File: src/rtl/control_pkg.sv
// control_pkg: state encodings, instruction field constants, instruction classes and
// the per-state registered output pattern shared by the control unit.
package control_pkg;

   localparam int TYPE_W   = 3;
   localparam int OPCODE_W = 5;

   typedef enum logic [2:0] {
      ST_FETCH  = 3'd0,
      ST_DECODE = 3'd1,
      ST_EXEC   = 3'd2,
      ST_MEM    = 3'd3,
      ST_WB     = 3'd4,
      ST_TRAP   = 3'd5
   } state_t;

   localparam logic [TYPE_W-1:0] TYPE_NOP    = 3'b000;
   localparam logic [TYPE_W-1:0] TYPE_ALU    = 3'b001;
   localparam logic [TYPE_W-1:0] TYPE_CONST  = 3'b010;
   localparam logic [TYPE_W-1:0] TYPE_MEM    = 3'b100;
   localparam logic [TYPE_W-1:0] TYPE_BRANCH = 3'b110;

   localparam logic [OPCODE_W-1:0] OP_ADD    = 5'b00000;
   localparam logic [OPCODE_W-1:0] OP_ADDINC = 5'b00001;
   localparam logic [OPCODE_W-1:0] OP_SUB    = 5'b00011;
   localparam logic [OPCODE_W-1:0] OP_AND    = 5'b00100;
   localparam logic [OPCODE_W-1:0] OP_OR     = 5'b00101;
   localparam logic [OPCODE_W-1:0] OP_XOR    = 5'b00110;
   localparam logic [OPCODE_W-1:0] OP_SHL    = 5'b01000;
   localparam logic [OPCODE_W-1:0] OP_SHR    = 5'b01001;

   typedef enum logic [2:0] {
      CLS_ALU,
      CLS_LOAD,
      CLS_STORE,
      CLS_LOADLIT,
      CLS_NOP,
      CLS_BRANCH,
      CLS_ILLEGAL
   } class_t;

   // Registered strobes; memory strobes are active-low.
   typedef struct packed {
      logic                mem_read_n;
      logic                mem_write_n;
      logic                mem_to_reg;
      logic [OPCODE_W-1:0] alu_op;
      logic                alu_src;
      logic                reg_write;
      logic                fault;
   } ctrl_t;

   localparam ctrl_t CTRL_IDLE = '{
      mem_read_n:  1'b1,
      mem_write_n: 1'b1,
      mem_to_reg:  1'b0,
      alu_op:      '0,
      alu_src:     1'b0,
      reg_write:   1'b0,
      fault:       1'b0
   };

   // The whole upper half of the opcode space is the extended ALU group.
   function automatic logic alu_opcode_legal(input logic [OPCODE_W-1:0] op);
      return op[OPCODE_W-1] ||
             (op inside {OP_ADD, OP_ADDINC, OP_SUB, OP_AND, OP_OR, OP_XOR, OP_SHL, OP_SHR});
   endfunction

   function automatic ctrl_t state_outputs(input state_t              st,
                                           input class_t              cls,
                                           input logic [OPCODE_W-1:0] op);
      ctrl_t o;
      o = CTRL_IDLE;
      case (st)
         ST_FETCH: o.mem_read_n = 1'b0;
         ST_EXEC: begin
            case (cls)
               CLS_ALU:                          o.alu_op  = op;
               CLS_LOAD, CLS_STORE, CLS_LOADLIT: o.alu_src = 1'b1;
               default: ;
            endcase
         end
         ST_MEM: begin
            o.alu_src     = 1'b1;
            o.mem_read_n  = (cls != CLS_LOAD);
            o.mem_write_n = (cls != CLS_STORE);
         end
         ST_WB: begin
            o.reg_write  = 1'b1;
            o.mem_to_reg = (cls == CLS_LOAD);
         end
         ST_TRAP: o.fault = 1'b1;
         default: ;
      endcase
      return o;
   endfunction

endpackage

File: src/rtl/control_decode.sv
// control_decode: maps the latched type/opcode fields to an instruction class.
// CONTROL_BRANCH_EN enables decoding of the branch type; without it that type is illegal.
module control_decode
   import control_pkg::*;
(
   input  logic [TYPE_W-1:0]   ir_type,
   input  logic [OPCODE_W-1:0] opcode,
   output class_t              cls
);

   always_comb begin
      // NOTE: default assignment first, so no path through the case leaves cls unassigned (no latch).
      cls = CLS_ILLEGAL;
      case (ir_type)
         TYPE_NOP:   cls = CLS_NOP;
         TYPE_ALU:   if (alu_opcode_legal(opcode)) cls = CLS_ALU;
         TYPE_MEM:   cls = opcode[0] ? CLS_STORE : CLS_LOAD;
         TYPE_CONST: if (opcode[1:0] == 2'b10) cls = CLS_LOADLIT;
`ifdef CONTROL_BRANCH_EN
         TYPE_BRANCH: cls = CLS_BRANCH;
`endif
         default:    cls = CLS_ILLEGAL;
      endcase
   end

endmodule

File: src/rtl/control_fsm.sv
// control_fsm: multi-cycle FETCH/DECODE/EXEC/MEM/WB control unit with memory-ready handshake,
// illegal-opcode trap and memory-wait timeout. Define CONTROL_BRANCH_EN to enable branches.
module control_fsm
   import control_pkg::*;
#(
   parameter int INSTR_W     = 32,
   parameter int ALUOP_W     = 5,
   parameter int MEM_TIMEOUT = 15
) (
   input  logic               clock,
   input  logic               reset_n,
   input  logic [INSTR_W-1:0] instruction,
   input  logic               memReady,
   input  logic               zeroFlag,
   output logic               branch,
   output logic               memRead,
   output logic               memWrite,
   output logic               memToReg,
   output logic [ALUOP_W-1:0] ALUOp,
   output logic               ALUSrc,
   output logic               regWrite,
   output logic               enablePC,
   output logic               irWrite,
   output logic               fault,
   output logic [2:0]         state
);

   localparam int               CNT_W    = $clog2(MEM_TIMEOUT + 1);
   localparam logic [CNT_W-1:0] CNT_LAST = CNT_W'(MEM_TIMEOUT - 1);

   state_t              state_q;
   state_t              state_d;
   logic [CNT_W-1:0]    cnt_q;
   logic [CNT_W-1:0]    cnt_d;
   logic [TYPE_W-1:0]   ir_type_q;
   logic [OPCODE_W-1:0] ir_op_q;
   ctrl_t               ctrl_q;
   class_t              cls;
   logic                fetch_done;
   logic                br_taken;

   logic [INSTR_W-9:0]  unused_instr;
   assign unused_instr = instruction[INSTR_W-9:0];

   control_decode u_decode (
      .ir_type (ir_type_q),
      .opcode  (ir_op_q),
      .cls     (cls)
   );

   assign fetch_done = (state_q == ST_FETCH) && memReady;

`ifdef CONTROL_BRANCH_EN
   // zeroFlag is the ALU result of this same EXEC cycle, so the decision stays combinational.
   assign br_taken = (state_q == ST_EXEC) && (cls == CLS_BRANCH) && (!ir_op_q[0] || zeroFlag);
`else
   logic unused_zero;
   assign unused_zero = zeroFlag;
   assign br_taken    = 1'b0;
`endif

   always_comb begin
      state_d = state_q;
      cnt_d   = cnt_q;
      case (state_q)
         ST_FETCH: begin
            if (memReady)              state_d = ST_DECODE;
            else if (cnt_q == CNT_LAST) state_d = ST_TRAP;
            else                        cnt_d   = cnt_q + 1'b1;
         end
         ST_DECODE: begin
            case (cls)
               CLS_NOP:     state_d = ST_FETCH;
               CLS_ILLEGAL: state_d = ST_TRAP;
               default:     state_d = ST_EXEC;
            endcase
         end
         ST_EXEC: begin
            case (cls)
               CLS_ALU, CLS_LOADLIT: state_d = ST_WB;
               CLS_LOAD, CLS_STORE:  state_d = ST_MEM;
               default:              state_d = ST_FETCH;
            endcase
         end
         ST_MEM: begin
            // A ready arriving in the expiry cycle still completes the access.
            if (memReady)               state_d = (cls == CLS_LOAD) ? ST_WB : ST_FETCH;
            else if (cnt_q == CNT_LAST) state_d = ST_TRAP;
            else                        cnt_d   = cnt_q + 1'b1;
         end
         ST_WB:   state_d = ST_FETCH;
         ST_TRAP: state_d = ST_TRAP;
         default: state_d = ST_TRAP;
      endcase

      if ((state_d != state_q) && ((state_d == ST_FETCH) || (state_d == ST_MEM))) begin
         cnt_d = '0;
      end
   end

   // Registered outputs are loaded with the pattern of the state being entered.
   always_ff @(posedge clock) begin
      // NOTE: non-blocking assignments so every register samples pre-edge values.
      if (!reset_n) begin
         state_q   <= ST_FETCH;
         cnt_q     <= '0;
         ir_type_q <= '0;
         ir_op_q   <= '0;
         ctrl_q    <= CTRL_IDLE;
      end else begin
         state_q <= state_d;
         cnt_q   <= cnt_d;
         if (fetch_done) begin
            ir_type_q <= instruction[INSTR_W-1 -: TYPE_W];
            ir_op_q   <= instruction[INSTR_W-4 -: OPCODE_W];
         end
         ctrl_q <= state_outputs(state_d, cls, ir_op_q);
      end
   end

   assign branch   = br_taken;
   assign enablePC = fetch_done | br_taken;
   assign irWrite  = fetch_done;
   assign memRead  = ctrl_q.mem_read_n;
   assign memWrite = ctrl_q.mem_write_n;
   assign memToReg = ctrl_q.mem_to_reg;
   assign ALUOp    = ALUOP_W'(ctrl_q.alu_op);
   assign ALUSrc   = ctrl_q.alu_src;
   assign regWrite = ctrl_q.reg_write;
   assign fault    = ctrl_q.fault;
   assign state    = state_q;

endmodule
File: config.mk
export PLATFORM = sky130hd
export DESIGN_NAME = control_fsm
export DESIGN_NICKNAME = d
export VERILOG_FILES = /design/src/rtl/control_pkg.sv /design/src/rtl/control_decode.sv /design/src/rtl/control_fsm.sv
export SDC_FILE = /design/constraint.sdc
export NUM_CORES = 1
export LEC_CHECK = 0
export CAP_MARGIN = 15
export CORE_MARGIN = 10
export CORE_UTILIZATION = 39
export DETAILED_ROUTE_END_ITERATION = 6
export GPL_TIMING_DRIVEN = 1
export PLACE_DENSITY = 0.75
export SYNTH_ARGS = -nofsm -noshare
export SYNTH_HDL_FRONTEND = slang
export SYNTH_SLANG_ARGS = --single-unit
File: constraint.sdc
create_clock -name clock -period 2 [get_ports clock]
set_input_delay 0.4 -clock clock [delete_from_list [all_inputs] [get_ports clock]]
set_output_delay 0.4 -clock clock [all_outputs]
set_load 0.005 [all_outputs]
==> flow_summary_export.csv <==
group,metric,value,unit
synth,synth_cell_types,53,
setup_path,crit_buf_inv,0,
status,status,"complete, but fails checks",
global_routing,grt_max_degree,15,
setup_path,slowest_stage,"a2111oi_4",
setup_path,path_depth,6,
placement,place_inst,242,
clocking,cts_buffer_depth,2,
status,violations,"setup timing",
clocking,htree_levels,1,
route,dr.pass1.iters,4,
clocking,clockRootBuffer,"clkbuf_4",
clocking,cts_tree,"done",
job,drv_cap,0,
power,power,1.15,mW
global_routing,antenna_found_initial,0,
timing,holdWs,483,ps
route,viasPerCell,5.13,
global_routing,grt_first_pass_wirelength,6.25,mm
timing,rsz0062_at_grt,"yes",
timing,finalHoldViolCount,0,
timing,min_period,2070,ps
floorplanning,dieArea,0.00642,mm²
layout,mostFrequentLayoutCell,"buf_4",
min_path,hp-class,"reg2reg",
placement,post-place-ws,-341,ps
synth,synth_ff_type,"dfxtp_1",
global_routing,overflow,0,
placement,placed_area,0.00182,mm²
timing,setup_ws,-74.0,ps
layout,fin_cells,255,
setup_path,r2r_cells,6,
synth,synth-seq-cells,26,
synth,synth_edf_count,0,
layout,fin_nets,248,
route,ant_nets,0,
clocking,cts.sinks,26,
clocking,hold_buffers,0,
floorplanning,rows,21,
timing,max_freq,482,MHz
synth,synthCells,158,
floorplanning,start_util,0.413,
setup_path,crit_fanout,4,
synth,synth_nets,196,
clocking,cts-buffers-inserted,3,
global_routing,grt_util_all_layers,0.118,
setup_path,worst-setup-path-type,"reg2reg",
setup_path,critPathLaunchType,"register",
floorplanning,core,0.00342,mm²
setup_path,regToRegEndpoint,"cnt_q[0]",
setup_path,cp-startpoint,"ir_op_q[3]",
layout,drive_gt1_frac,0.306,
setup_path,cp_top_family,"compound AO/OA/AOI/OAI gates",
power,powerDensity,566,mW/mm²
synth,async_flop_share,0,
layout,stdcell_area,0.00203,mm²
synth,synth_area_per_cell,8.93,µm²
setup_path,r2r_start,"ir_op_q[3]",
placement,hpwl,2.63,mm
floorplanning,num_io_pins,53,
setup_path,reg2reg_slack,-70,ps
route,wl,3.69,mm
clocking,worstSkewPairLatency,320,ps
floorplanning,die_y,80.2,µm
synth,yosys_warnings,0,
power,p_leak,0.783,nW
layout,mostFrequentLayoutCells,"buf_4 (29), clkdlybuf4s50_1 (23), nand2_1 (22)",
setup_path,required,2190,ps
synth,seq_area_frac_synth,0.369,
placement,port_buffers,26,
setup_path,arrival,2260,ps
placement,place_congestion,0.839,
layout,area_growth,43.7,%
setup_path,critPathCaptureType,"register",
layout,n_antenna_cell,0,
timing,min_period_over_period,1.04,
floorplanning,die_x,80.2,µm
clocking,clk_pin_slew,140,ps
setup_path,crit_end,"cnt_q[0]",
global_routing,first_global_vias,1340,
timing,setup_viol,9,
power,ir_drop,0.000192,V
timing,skew,10.9,ps
setup_path,cp_cell_sequence,"nand2b_1 -> a21oi_1 -> o211ai_1 -> o31a_1 -> a2111oi_4 -> a211oi_2",
timing,drv_slew,0,
route,dr_total_vias,1309,
layout,fin_util,0.594,
route,drc_errors,0,
timing,fin_setup_tns,-291,ps
route,routedWlPerCell,14.5,µm
route,drt-initial-drc-count,105,
synth,syn_area,0.00141,mm²
setup_path,cpPeakStageDelay,440,ps
## power by group
part	switching (mW)	internal [mW]	total, mW	leakage [nW]
sequential	0.0270	0.540	0.567	0.216
clock	0.148	0.111	0.259	0.0210
combinational	0.153	0.168	0.322	0.547
## flip-flops by register name, summed over array words and instances, names as in the netlist
| signal | flops |
|---|---|
| fault | 1 |
| ALUSrc | 1 |
| state | 3 |
| memWrite | 1 |
| ir_op_q | 5 |
| memToReg | 1 |
| ALUOp | 5 |
| memRead | 1 |
| ir_type_q | 3 |
| regWrite | 1 |
| cnt_q | 4 |
## tightest hold or removal path: cells and delay by family, from the launching register on
family | cells | cell delay (ps)
AO/OA/AOI/OAI | 1 | 50
AND/OR/NAND/NOR | 1 | 50
flip-flops | 1 | 350
## cell families after synthesis
kind of cell / after synthesis / share of synthesized area
AO/OA/AOI/OAI: 43 / 0.231
XOR/XNOR: 3 / 0.0186
adder cells (fa/ha/maj): 2 / 0.0177
buffers and inverters: 17 / 0.0736
flip-flops: 26 / 0.369
multiplexers: 2 / 0.0151
other: 1 / 0.00266
AND/OR/NAND/NOR: 64 / 0.272
## worst min path at each step
stage                       endpoint  cells after the start        from  slack (ps)
after floorplan           ir_op_q[4]                      2  ir_op_q[4]         440
after global placement    ir_op_q[4]                      2  ir_op_q[4]         450
after detailed placement  ir_op_q[4]                      2  ir_op_q[4]         470
after CTS                 ir_op_q[4]                      2  ir_op_q[4]         480
after global routing      ir_op_q[4]                      2  ir_op_q[4]         500
final                     ir_op_q[4]                      2  ir_op_q[4]         480
## per-layer routing
metal / global-route usage / wire, µm / share of wire / up-vias
met5: 0 / 0 / 0 / -
met4: 0.0405 / 72 / 0.020 / 0
met3: 0.0301 / 227 / 0.062 / 8
met2: 0.205 / 1830 / 0.50 / 32
met1: 0.135 / 1550 / 0.42 / 614
li1: - / - / - / 655
## cells in the mapped netlist, types with 3 or more instances
cell type  count  area share
nand2b_1       4       0.018
dfxtp_1       26        0.37
and2_1         6       0.027
nor3_1         3       0.011
buf_6          4       0.032
nand3_1        4       0.014
nor2_1         7       0.019
a21oi_1       14       0.050
o21ai_0        9       0.032
inv_1          6       0.016
nand2_1       22       0.059
## area by class of cell
class | count | area [µm²]
Timing Repair Buffer | 57 | 505
Inverter | 7 | 27.5
Sequential cell | 26 | 541
Clock buffer | 4 | 36.3
Tap cell | 46 | 57.6
Multi-Input combinational cell | 115 | 861
Fill cell | 285 | 1390
## what timing repair did
item,4_1_cts,5_1_grt
buffers inserted,9,0
setup endpoints to repair,11,15
resized for setup,24,8
pin swaps,10,4
(Power assumes the default switching activity.)
